--- src/rtl/alu_reg_sequencer_pkg.sv ---
// Shared types and constants for the ALU load sequencer.
// Stage enum, LED one-hot codes and hold-off counter width.
package alu_seq_pkg;

   typedef enum logic [1:0] {
      WAIT_A,
      WAIT_B,
      WAIT_OP,
      SHOW_RES
   } seq_state_t;

   localparam logic [3:0] LED_WAIT_A   = 4'b0001;
   localparam logic [3:0] LED_WAIT_B   = 4'b0010;
   localparam logic [3:0] LED_WAIT_OP  = 4'b0100;
   localparam logic [3:0] LED_SHOW_RES = 4'b1000;

   localparam int HOLD_W = 8;

   function automatic logic [3:0] led_of(
      input seq_state_t s
   );
      logic [3:0] v;
      v = LED_WAIT_A;
      unique case (s)
         WAIT_A:   v = LED_WAIT_A;
         WAIT_B:   v = LED_WAIT_B;
         WAIT_OP:  v = LED_WAIT_OP;
         SHOW_RES: v = LED_SHOW_RES;
      endcase
      return v;
   endfunction

endpackage

--- src/rtl/alu_reg_sequencer_if.sv ---
// Button/switch inputs and alu_reg drive bundle.
// slave = sequencer side, master = stimulus side.
interface alu_reg_sequencer_if #(
   parameter int N = 16
);

   logic [N-1:0] sw;
   logic         enter;
   logic         undo;
   logic [N-1:0] data_in;
   logic         load_A;
   logic         load_B;
   logic         load_Op;
   logic         updateRes;
   logic [3:0]   state_leds;
   logic         busy;

   modport slave (
      input  sw,
      input  enter,
      input  undo,
      output data_in,
      output load_A,
      output load_B,
      output load_Op,
      output updateRes,
      output state_leds,
      output busy
   );

   modport master (
      output sw,
      output enter,
      output undo,
      input  data_in,
      input  load_A,
      input  load_B,
      input  load_Op,
      input  updateRes,
      input  state_leds,
      input  busy
   );

endinterface

--- src/rtl/alu_reg_sequencer_rise_pulse.sv ---
// Rising-edge detector: one-cycle pulse per low-to-high level change.
// Ports: clk, rst_n (async active-low), i_lvl in, o_pulse out.
module rise_pulse (
   input  logic clk,
   input  logic rst_n,
   input  logic i_lvl,
   output logic o_pulse
);

   logic r_q;

   always_ff @(posedge clk or negedge rst_n) begin
      if (!rst_n) r_q <= 1'b0;
      else        r_q <= i_lvl;
   end

   assign o_pulse = i_lvl & ~r_q;

endmodule

--- src/rtl/alu_reg_sequencer.sv ---
// Enter/Undo driven load sequencer for alu_reg: A, B, opcode, result.
// Ports: clk, reset (async active-low), io_bus (switches, buttons, loads, LEDs).
module alu_reg_sequencer
   import alu_seq_pkg::*;
#(
   parameter int N       = 16,
   parameter int HOLDOFF = 8
) (
   input logic              clk,
   input logic              reset,
   alu_reg_sequencer_if.slave io_bus
);

   localparam logic [HOLD_W-1:0] HOLD_LD = HOLDOFF[HOLD_W-1:0];

   seq_state_t        r_state;
   seq_state_t        w_state_nxt;
   logic [N-1:0]      r_data;
   logic [N-1:0]      w_data_nxt;
   logic              r_ld_a;
   logic              r_ld_b;
   logic              r_ld_op;
   logic              w_ld_a;
   logic              w_ld_b;
   logic              w_ld_op;
   logic [HOLD_W-1:0] r_cnt;
   logic [HOLD_W-1:0] w_cnt_nxt;
   logic              r_upd;
   logic              r_busy;

   logic w_enter_p;
   logic w_undo_p;
   logic w_idle;
   logic w_acc_undo;
   logic w_acc_enter;

   rise_pulse u_enter (
      .clk     (clk),
      .rst_n   (reset),
      .i_lvl   (io_bus.enter),
      .o_pulse (w_enter_p)
   );

   rise_pulse u_undo (
      .clk     (clk),
      .rst_n   (reset),
      .i_lvl   (io_bus.undo),
      .o_pulse (w_undo_p)
   );

   assign w_idle      = (r_cnt == '0);
   // Undo has priority: a coincident enter edge is dropped.
   assign w_acc_undo  = w_undo_p & w_idle;
   assign w_acc_enter = w_enter_p & w_idle & ~w_undo_p;

   always_comb begin
      w_state_nxt = r_state;
      w_data_nxt  = r_data;
      w_ld_a      = 1'b0;
      w_ld_b      = 1'b0;
      w_ld_op     = 1'b0;
      w_cnt_nxt   = w_idle ? r_cnt : r_cnt - 1'b1;
      if (w_acc_undo) begin
         w_cnt_nxt = HOLD_LD;
         unique case (r_state)
            WAIT_A:   w_state_nxt = WAIT_A;
            WAIT_B:   w_state_nxt = WAIT_A;
            WAIT_OP:  w_state_nxt = WAIT_B;
            SHOW_RES: w_state_nxt = WAIT_OP;
         endcase
      end else if (w_acc_enter) begin
         w_cnt_nxt = HOLD_LD;
         unique case (r_state)
            WAIT_A: begin
               w_ld_a      = 1'b1;
               w_data_nxt  = io_bus.sw;
               w_state_nxt = WAIT_B;
            end
            WAIT_B: begin
               w_ld_b      = 1'b1;
               w_data_nxt  = io_bus.sw;
               w_state_nxt = WAIT_OP;
            end
            WAIT_OP: begin
               w_ld_op     = 1'b1;
               w_data_nxt  = io_bus.sw;
               w_state_nxt = SHOW_RES;
            end
            SHOW_RES: begin
               w_state_nxt = WAIT_A;
            end
         endcase
      end
   end

   always_ff @(posedge clk or negedge reset) begin
      if (!reset) begin
         r_state <= WAIT_A;
         r_data  <= '0;
         r_ld_a  <= 1'b0;
         r_ld_b  <= 1'b0;
         r_ld_op <= 1'b0;
         r_cnt   <= '0;
         r_upd   <= 1'b0;
         r_busy  <= 1'b0;
      end else begin
         r_state <= w_state_nxt;
         r_data  <= w_data_nxt;
         r_ld_a  <= w_ld_a;
         r_ld_b  <= w_ld_b;
         r_ld_op <= w_ld_op;
         r_cnt   <= w_cnt_nxt;
         // Registered from next values so they track r_state/r_cnt.
         r_upd   <= (w_state_nxt == SHOW_RES);
         r_busy  <= (w_cnt_nxt != '0);
      end
   end

   assign io_bus.data_in    = r_data;
   assign io_bus.load_A     = r_ld_a;
   assign io_bus.load_B     = r_ld_b;
   assign io_bus.load_Op    = r_ld_op;
   assign io_bus.updateRes  = r_upd;
   assign io_bus.state_leds = led_of(r_state);
   assign io_bus.busy       = r_busy;

   a_one_load: assert property (
      @(posedge clk) disable iff (!reset)
      $onehot0({r_ld_a, r_ld_b, r_ld_op})
   );

endmodule
--- src/flat_wrapper.sv ---
// flat-port wrapper written by rule: the top's interface ports become plain ports
module alu_reg_sequencer_flat import alu_seq_pkg::*;
#(
   parameter int N       = 16,
   parameter int HOLDOFF = 8
)
  (clk, reset, io_bus_sw, io_bus_enter, io_bus_undo, io_bus_data_in, io_bus_load_A, io_bus_load_B, io_bus_load_Op, io_bus_updateRes, io_bus_state_leds, io_bus_busy);
  alu_reg_sequencer_if #(.N(N)) io_bus_i ();
  input logic clk;
  input logic reset;
  input wire logic [$bits(io_bus_i.sw)-1:0] io_bus_sw;
  input wire logic [$bits(io_bus_i.enter)-1:0] io_bus_enter;
  input wire logic [$bits(io_bus_i.undo)-1:0] io_bus_undo;
  output wire logic [$bits(io_bus_i.data_in)-1:0] io_bus_data_in;
  output wire logic [$bits(io_bus_i.load_A)-1:0] io_bus_load_A;
  output wire logic [$bits(io_bus_i.load_B)-1:0] io_bus_load_B;
  output wire logic [$bits(io_bus_i.load_Op)-1:0] io_bus_load_Op;
  output wire logic [$bits(io_bus_i.updateRes)-1:0] io_bus_updateRes;
  output wire logic [$bits(io_bus_i.state_leds)-1:0] io_bus_state_leds;
  output wire logic [$bits(io_bus_i.busy)-1:0] io_bus_busy;
  assign io_bus_i.sw = io_bus_sw;
  assign io_bus_i.enter = io_bus_enter;
  assign io_bus_i.undo = io_bus_undo;
  assign io_bus_data_in = io_bus_i.data_in;
  assign io_bus_load_A = io_bus_i.load_A;
  assign io_bus_load_B = io_bus_i.load_B;
  assign io_bus_load_Op = io_bus_i.load_Op;
  assign io_bus_updateRes = io_bus_i.updateRes;
  assign io_bus_state_leds = io_bus_i.state_leds;
  assign io_bus_busy = io_bus_i.busy;
  alu_reg_sequencer #(.N(N), .HOLDOFF(HOLDOFF)) u_core (.clk(clk), .reset(reset), .io_bus(io_bus_i));
endmodule
--- config.mk ---
export PLATFORM = sky130hd
export DESIGN_NAME = alu_reg_sequencer_flat
export DESIGN_NICKNAME = d
export VERILOG_FILES = /design/src/rtl/alu_reg_sequencer_pkg.sv /design/src/rtl/alu_reg_sequencer_if.sv /design/src/rtl/alu_reg_sequencer_rise_pulse.sv /design/src/rtl/alu_reg_sequencer.sv /design/src/flat_wrapper.sv
export SDC_FILE = /design/constraint.sdc
export NUM_CORES = 1
export LEC_CHECK = 0
export CAP_MARGIN = 10
export CORE_MARGIN = 3
export CORE_UTILIZATION = 50
export CTS_CLUSTER_SIZE = 20
export DETAILED_ROUTE_END_ITERATION = 10
export MAX_ROUTING_LAYER = met4
export PLACE_DENSITY = 0.84
export SETUP_SLACK_MARGIN = 0.05
export SYNTH_ARGS = -nofsm -noshare
export SYNTH_HDL_FRONTEND = slang
export SYNTH_SLANG_ARGS = --single-unit
--- constraint.sdc ---
create_clock -name clk -period 3.1 [get_ports clk]
set_input_delay 0.31 -clock clk [delete_from_list [all_inputs] [get_ports clk]]
set_output_delay 0.31 -clock clk [all_outputs]
set_load 0.05 [all_outputs]
Yosys cells after proc, flatten, opt, wreduce, memory -nomap -nowiden --
Cells that the tools add are included.
Word-level totals: bits in registers 33, bits in latches 0, memory bits (writable) 0, ROM bits 0, output and inout port bits 25, logic and storage cells 47, memories 0
Cells by class: add/sub/neg operators 1, $mul 0, div/mod/pow operators 0, $lt $le $gt $ge 0, equality and inequality tests 4, shift operators 0, mux-type cells 17, bitwise logic cells 9, reductions and logical operators 6
Operators by type and width (count):
- two-way mux 8 bit | 3
- case mux 4 bit (4 select lines) | 1
- two-way mux 1 bit | 9
- zero test 8 bit | 1
- case mux 2 bit (4 select lines) | 1
- nonzero test 8 bit | 1
- subtractor 8 x 1 -> 8 bit, second input constant | 1
- equality test 2 bit, second input constant | 3
- case mux 2 bit (3 select lines) | 1
- AND 1 bit | 5
- two-way mux 2 bit | 2
- inverter 1 bit | 4
- AND reduction 3 bit | 1
- OR reduction 3 bit | 1
- equality test 2 x 1 -> 1 bit, second input constant | 1
- zero test 2 bit | 1
- OR reduction 2 bit | 1

Logic depth before layout (Yosys ltp) --
Gate-level depths: netlist (run 1).
depth in word-level cells 7, depth in mapped cells 7, gate-level depth less buffers 6

Hierarchy --
A second synthesis (run 1) with hierarchy kept.
Unflattened totals: cell total of the unflattened synthesis 129, area total of the unflattened synthesis 1574.0 um^2
By module, submodules not included:
- alu_reg_sequencer | instances 1, cells an instance 125, area each 1496.4 um^2, seq. area each 775.7 um^2
- rise_pulse | instances 2, cells an instance 2, area each 38.8 um^2, seq. area each 25.0 um^2

Worst setup path after synthesis (run 1) --
No wires, ideal clock.
path type flip-flop to flip-flop, start point register u_core.r_cnt[0], end point register u_core.r_data[0], in the netlist u_core.io_bus.data_in[0], arrival time 1.762 ns, required time 2.975 ns, path slack 1.213 ns, cell stages (with the launch flop) 8, path through dfrtp_1 inv_1 ha_1 nor3b_1 and2_4 nand3b_4 buf_6 mux2_4
On the way: cells in the longest elaborated chain, start to end 4
Ends and longest elaborated chain:
- from (decl) | RTL line alu_reg_sequencer.sv:26 | logic [HOLD_W-1:0] r_cnt;
- from (signal assigned) | RTL line alu_reg_sequencer.sv:112 | r_cnt <= w_cnt_nxt;
- zero test 8 bit * | RTL line alu_reg_sequencer.sv:51 | assign w_idle = (r_cnt == '0);
- AND 1 bit, on equally long branches | RTL line alu_reg_sequencer.sv:54, alu_reg_sequencer.sv:53
- AND 1 bit or inverter 1 bit (tied branches)
- AND reduction 3 bit (no source line) *
- to (signal assigned) | RTL line alu_reg_sequencer.sv:108 | r_data <= w_data_nxt;
- to (decl) | RTL line alu_reg_sequencer.sv:18 | logic [N-1:0] r_data;
Mark *: on every way between the ends. The rest lies on a longest branch, timed or not. A chain may end at the register's enable or synchronous reset.

Final worst setup path (run 1) --
start point register u_core.r_cnt[0], end point register u_core.r_data[15], in the netlist u_core.io_bus.data_in[15]
The elaborated chain is that of the path after synthesis.

==> qor.txt, run 1 <==
antenna viol nets, final: 0
Resized cells post-CTS: 0
first-pass GRT wire length: 4.91 mm
Die W: 60.7 um
Seq pwr share: 34.0%
Final Power: 0.00218 W
Setup Crit Path Kind: reg -> reg
fillers: 195
post-route minimum period: 2210 ps
share of layout cells above drive strength 1: 18.9%
pin count of the biggest net entering global routing: 34
PD cells: 1070 nW/um^2
Tcrit/Tclk final: 71.2%
vias in the first global route: 1,056
Worst setup EP type: register
Slew Limit Fails: 0
final core utilization: 72.5%
clk slew on worst S/H paths: 100 ps
htree depth: 2
number of synthesized flops with an enable pin: 0
ys flop type: dfrtp_1
endpoints failing setup: 0
post-synth top area cell: dfrtp_1
multi-input logic area: 633 um^2
area delta synth->final: 36.2%
Slew @ Worst Pin: 517 ps
Final nets: 188
Routed WL: 2.95 mm
Seq/Total Area, Yosys: 55.3%
Rows: 19
TritonCTS Sinks: 33
critical path required time: 3320 ps
total grt overflow: 0
io pins: 45
Die ar.: 3680 um^2
Vias/cell: 5.38
Slew HR: 65.4%
DR WL/cell: 15.1 um
most frequent cell after synthesis: dfrtp_1
buffer and inverter count on the worst path: 1
DR vias: 1,050
register bit total from synthesis: 33
IO Port Bufs: 44
Max-Cap Viols: 0
worst-path fanout max: 16
Post-CTS Hold Buffers: 0
pre-CTS setup slack: 933 ps
# DRC: 0
post-synthesis cell count: 113
clock power share: 12.6%
clock skew: 9.71 ps
yosys warns: 0
LEAKAGE: 0.979 nW
FF/Latch Area: 826 um^2
CP max stage cell: dfrtp_1
clock tree buffer depth: 2
placed cell area: 1960 um^2
CP max stage delay: 450 ps
die height: 60.7 um
Int Pwr: 0.00120 W
Logic pwr share: 53.5%
GRT Total Usage: 19.0%
library cells used by synthesis: 33
crit path launch type: register
DRT iter0 DRCs: 30
sw power: 0.000983 W
Clock Latency Late Sink: 330 ps
synth cell count leaders: 33 x dfrtp_1, 10 x mux2_4, 8 x mux2_2
Synth area leaders: dfrtp_1 55%, mux2_4 10%, mux2_2 6.0%, ha_1 4.2%, and3_1 1.7%
type of the most critical hold path: in -> async
status: finished, final reports clean
unrepaired setup endpoints after global routing: no
Num CTS Buffers: 5
core box area: 2810 um^2
CTS tree: built
fin worst setup slack: 892 ps
Async SR Flop Fraction: 100%
CP delay by family, top: simple AND/OR/NAND/NOR gates
Starting Density: 53.3%
DPL Wire Length: 2.15 mm
switch share: 45.1%
Largest register FFs: 16
critical-path cell list: inv_1 > ha_1 > nor3b_1 > and2_4 > nand3b_4 > mux2_4
endpoints failing hold: 0
Post-Layout Inst Area: 2030 um^2
Post-CTS Setup Inserts: 0
Antenna diodes: 0
Pre-antenna DRT Iters: 4
average cell area after synthesis: 13.2 um^2
initial antenna violation count: 0
root buffer cell: clkbuf_4
Synthesized Nets: 138
Max Freq: 453 MHz
Mapped Area: 1490 um^2
Setup TNS: 0 ps
gpl congestion: 0.878
arrival time of the worst setup path: 2430 ps
post-synth top area share: 55.3%
worst-case vdd ir drop: 0.602 mV
==> per-layer routing <==
layer  vias to the layer above  routed length (um)  track usage, %
met5                         -                   0               -
met4                         0                  56            7.12
met3                         8                 292            7.66
met2                        49                1280            28.1
met1                       499                1320            23.3
li1                        494                   -               -
==> logic make-up (layout without fill, tap and decap cells) <==
logic type      count (synthesis)  count (layout)  synth area share [%]
xor+xnor                        2               2                  1.17
fa+ha+maj                       5               5                  4.19
compound gates                 10              10                  5.03
buf+inv                         7              58                  2.34
mux                            18              18                  16.1
simple gates                   38              38                  15.9
flops                          33              33                  55.3
==> final cells by class <==
| class | count | share of cell area [%] |
|---|---|---|
| flip-flops and latches | 33 | 40.6 |
| multi-input cells | 73 | 31.1 |
| repair buffers | 45 | 22.0 |
| clock buffers | 7 | 3.20 |
| well taps | 31 | 1.91 |
| inverters | 5 | 0.923 |
| clock inverters | 1 | 0.246 |
==> stage by stage <==
| stage | instances | hold WS, ps |
|---|---|---|
| final | 195 | 359 |
| after global routing | 195 | 377 |
| after CTS | 195 | 365 |
| after detailed placement | 187 | 494 |
| after global placement | 187 | 488 |
| after floorplan | 113 | 14.4 |
==> layout by cell type (no fill, tap or decap) <==
master	Yosys	final
nor4_1	1	1
and3_1	4	4
nor3b_1	1	1
a31o_1	1	1
clkdlybuf4s50_1	0	44
clkbuf_4	0	5
a21o_1	2	2
nand2b_1	3	3
nand3b_4	1	1
nor4_4	1	1
xor2_1	1	1
xnor2_1	1	1
dfrtp_1	33	33
and2_4	1	1
nor2_2	1	1
clkinv_2	0	1
nand2_1	5	5
nand4_1	2	2
inv_1	5	5
and3b_1	1	1
mux2_4	10	10
a31oi_1	1	1
o211ai_1	1	1
ha_1	5	5
nor2b_1	3	3
nor3_1	3	3
buf_4	0	1
o21ai_0	2	2
a211o_1	1	1
a221o_1	1	1
clkbuf_8	0	2
and2_1	2	2
nor2_1	6	6
nand3_1	3	3
mux2_2	8	8
o2bb2ai_1	1	1
==> power groups by stage <==
stage / Combinational (W) / Sequential [W] / Clock, W
final: 0.00116 / 0.000740 / 0.000274
after global routing: 0.00123 / 0.000764 / 0.000302
after CTS: 0.00117 / 0.000741 / 0.000282
after detailed placement: 0.00116 / 0.000745 / 0
after global placement: 0.00114 / 0.000736 / 0
after floorplan: 0.000459 / 0.00108 / 0
==> final timing paths <==
kind | slack (ps) | end | startpoint | depth (start not counted)
max | 890 | u_core.io_bus.data_in[15] | u_core.r_cnt[0] | 6
min | 360 | u_core.io_bus.data_in[7] | reset | 2
max reg2reg | 890 | u_core.io_bus.data_in[15] | u_core.r_cnt[0] | 6
min reg2reg | 510 | u_core.io_bus.data_in[10] | u_core.io_bus.data_in[10] | 1
max in group asynchronous | 2450 | u_core.io_bus.data_in[11] | reset | 2
min in group clk | 480 | u_core.u_enter.r_q | io_bus_enter | 1
Power figures use the tool's default switching activity.
==> run 2, diff against run 1 <==
--- a/config.mk
+++ b/config.mk
@@ -7,11 +7,11 @@
 export LEC_CHECK = 0
 export CAP_MARGIN = 10
 export CORE_MARGIN = 3
-export CORE_UTILIZATION = 50
+export CORE_UTILIZATION = 42
 export CTS_CLUSTER_SIZE = 20
 export DETAILED_ROUTE_END_ITERATION = 10
 export MAX_ROUTING_LAYER = met4
-export PLACE_DENSITY = 0.84
+export PLACE_DENSITY = 0.76
 export SETUP_SLACK_MARGIN = 0.05
 export SYNTH_ARGS = -nofsm -noshare
 export SYNTH_HDL_FRONTEND = slang
==> constraint.sdc (replaced) <==
create_clock -name clk -period 2 [get_ports clk]
set_input_delay 0.2 -clock clk [delete_from_list [all_inputs] [get_ports clk]]
set_output_delay 0.2 -clock clk [all_outputs]
set_load 0.05 [all_outputs]
==> run 2 against run 1 <==
Compared with the run above:
- utilization shrank 10 points
- sequential share of layout area is 1.4 points lower
- cell area is 3.6% higher
- via count grew 2.1%
- critical path type unchanged
- highest routed layer unchanged
- first-iteration DRC count rose by 77%
==> qor.txt, run 2 (same netlist as run 1, synthesis figures left out) <==
met3 usage: 6.50% (-1.2 points)
clock power share: 12.2% (-0.4 points)
critical path required time: 2220 ps (-1100 ps)
Max Freq: 559 MHz (+23%)
htree depth: 2 (unchanged)
worst-case vdd ir drop: 0.878 mV (+46%)
Setup Crit Path Kind: reg -> reg
Final nets: 194 (+3.2%)
pin count of the biggest net entering global routing: 34 (unchanged)
Tcrit/Tclk final: 89.4% (+18 points)
DRT iter0 DRCs: 53 (+77%)
Rows: 21 (+2)
unrepaired setup endpoints after global routing: no
most frequent cells in the layout: 40 x clkdlybuf4s50_1, 33 x dfrtp_1, 10 x mux2_4
Most Used Layer, Global Route: met2
type of the most critical hold path: in -> async
IO Port Bufs: 44 (unchanged)
share of layout cells above drive strength 1: 24.1% (+5.2 points)
root buffer cell: clkbuf_4
# DRC: 0 (unchanged)
Vias/cell: 4.96 (-7.8%)
antenna viol nets, final: 0 (unchanged)
endpoints failing hold: 0 (unchanged)
clock tree buffer depth: 2 (unchanged)
die height: 65.6 um (+8.2%)
Seq pwr share: 33.2% (-0.8 points)
clk slew on worst S/H paths: 100 ps (about the same)
Slew Limit Fails: 0 (unchanged)
pre-CTS setup slack: 5.08 ps (-928 ps)
clock skew: 11.8 ps (+2.05 ps)
fin worst setup slack: 211 ps (-681 ps)
status: finished, final reports clean
commonest non-fill, non-tap cell in the layout: clkdlybuf4s50_1
first-pass GRT wire length: 5.29 mm (+7.7%)
Worst R2R Path Depth: 5 (-1)
TritonCTS Sinks: 33 (unchanged)
arrival time of the worst setup path: 2000 ps (-430 ps)
Worst setup EP type: register
worst-path fanout max: 16 (unchanged)
total grt overflow: 0 (unchanged)
PD cells: 1630 nW/um^2 (+52%)
GRT Total Usage: 16.8% (-2.2 points)
Logic pwr share: 54.6% (+1.1 points)
Antenna diodes: 0 (unchanged)
Setup TNS: 0 ps (unchanged)
io pins: 45 (unchanged)
Slew HR: 65.8% (+0.39 points)
Num CTS Buffers: 5 (unchanged)
sw power: 0.00153 W (+56%)
Max-Cap Viols: 0 (unchanged)
Starting Density: 44.1% (-9.2 points)
LEAKAGE: 1.02 nW (+4.7%)
Routed WL: 3.01 mm (+2.2%)
grt met2 use: 26.4% (-1.7 points)
crit path launch type: register
CTS tree: built
Hold Slack: 258 ps (-101 ps)
switch share: 44.8% (-0.38 points)
Clock Latency Late Sink: 330 ps (about the same)
grt met1 use: 19.2% (-4.1 points)
reg2reg end: u_core.io_bus.data_in[13]
vias in the first global route: 1,134 (+7.4%)
core box area: 3390 um^2 (+21%)
R2R setup slack: 210 ps (-680 ps)
gpl congestion: 0.801 (-8.8%)
Slew @ Worst Pin: 511 ps (-5.87 ps)
DPL Wire Length: 2.25 mm (+4.7%)
Post-CTS Hold Buffers: 0 (unchanged)
endpoints failing setup: 0 (unchanged)
Die ar.: 4310 um^2 (+17%)
Die W: 65.6 um (+8.2%)
post-route minimum period: 1790 ps (-419 ps)
area delta synth->final: 41.0%
fillers: 253 (+30%)
Int Pwr: 0.00189 W (+58%)
Pre-antenna DRT Iters: 4 (unchanged)
reg2reg start: u_core.r_cnt[4]
DR vias: 1,072 (+2.1%)
DR WL/cell: 13.9 um (-7.7%)
initial antenna violation count: 0 (unchanged)
Largest register FFs: 16 (unchanged)
==> run 2: cell count changes in the layout (fill, tap and decap cells not counted), sizes merged <==
cell,previous run,this run
clkdlybuf4s50,44,40
buf,1,10
dlygate4sd2,0,1
==> run 2: worst max path at each step <==
stage	start	end	slack [ps]	depth (start not counted)
floorplan	u_core.r_cnt[0]	u_core.io_bus.data_in[0]	110	7
global placement	io_bus_undo	u_core.io_bus.data_in[1]	170	5
detailed placement	u_core.r_cnt[1]	u_core.io_bus.data_in[1]	5	6
CTS	u_core.r_cnt[5]	u_core.io_bus.data_in[1]	80	4
global route	u_core.r_cnt[4]	u_core.io_bus.busy	100	4
finish	u_core.r_cnt[4]	u_core.io_bus.data_in[13]	210	5
==> run 2: critical path: stages, from the launching register on <==
cell and delay, ps:
dfrtp_1 460, nor4_4 440, and2_4 230, nand3b_4 80
buf_12 170, mux2_4 300
==> run 2: area by class of cell <==
class | instances | area, um^2 | share of cell area [%]
flip-flops and latches | 33 | 826 | 39.2
multi-input cells | 73 | 638 | 30.3
repair buffers | 51 | 497 | 23.6
clock buffers | 7 | 65.1 | 3.09
well taps | 46 | 57.6 | 2.73
inverters | 5 | 18.8 | 0.891
clock inverters | 1 | 5.00 | 0.238
==> run 2: power groups by stage <==
stage / sequential [W] / combinational [W] / clock [W]
6_report: 0.00114 / 0.00187 / 0.000419
5_1_grt: 0.00118 / 0.00200 / 0.000463
4_1_cts: 0.00114 / 0.00185 / 0.000436
3_5_place_dp: 0.00115 / 0.00184 / 0
3_3_place_gp: 0.00113 / 0.00180 / 0
2_1_floorplan: 0.00168 / 0.000711 / 0
==> run 2: per-layer routing <==
metal  up-vias  routed length [um]
li1        509                   -
met1       514                1320
met2        42                1400
met3         7                 241
met4         0                  49
met5         -                   0
==> run 2: timing repair <==
action | CTS | global route
resized for setup | 2 | 0
pin swaps | 0 | 1
buffers inserted | 0 | 3
setup endpoints to repair | 17 | 17
==> run 2: per-stage QoR <==
step / cell area, um^2 / utilization (%) / total power, W / cells
2_1_floorplan: 1490 / - / 0.00239 / 113
3_3_place_gp: 2000 / 59.0 / 0.00293 / 205
3_5_place_dp: 2000 / 59.0 / 0.00299 / 205
4_1_cts: 2070 / 61.1 / 0.00343 / 213
5_1_grt: 2110 / 62.2 / 0.00365 / 216
6_report: 2110 / 62.2 / 0.00343 / 216
==> run 3, diff against run 2 <==
--- a/config.mk
+++ b/config.mk
@@ -13,6 +13,7 @@
 export MAX_ROUTING_LAYER = met4
 export PLACE_DENSITY = 0.76
 export SETUP_SLACK_MARGIN = 0.05
+export SLEW_MARGIN = 20
 export SYNTH_ARGS = -nofsm -noshare
 export SYNTH_HDL_FRONTEND = slang
 export SYNTH_SLANG_ARGS = --single-unit
==> results of run 3 <==
No change in the layout: final DEF, timing and power equal those of run 2.
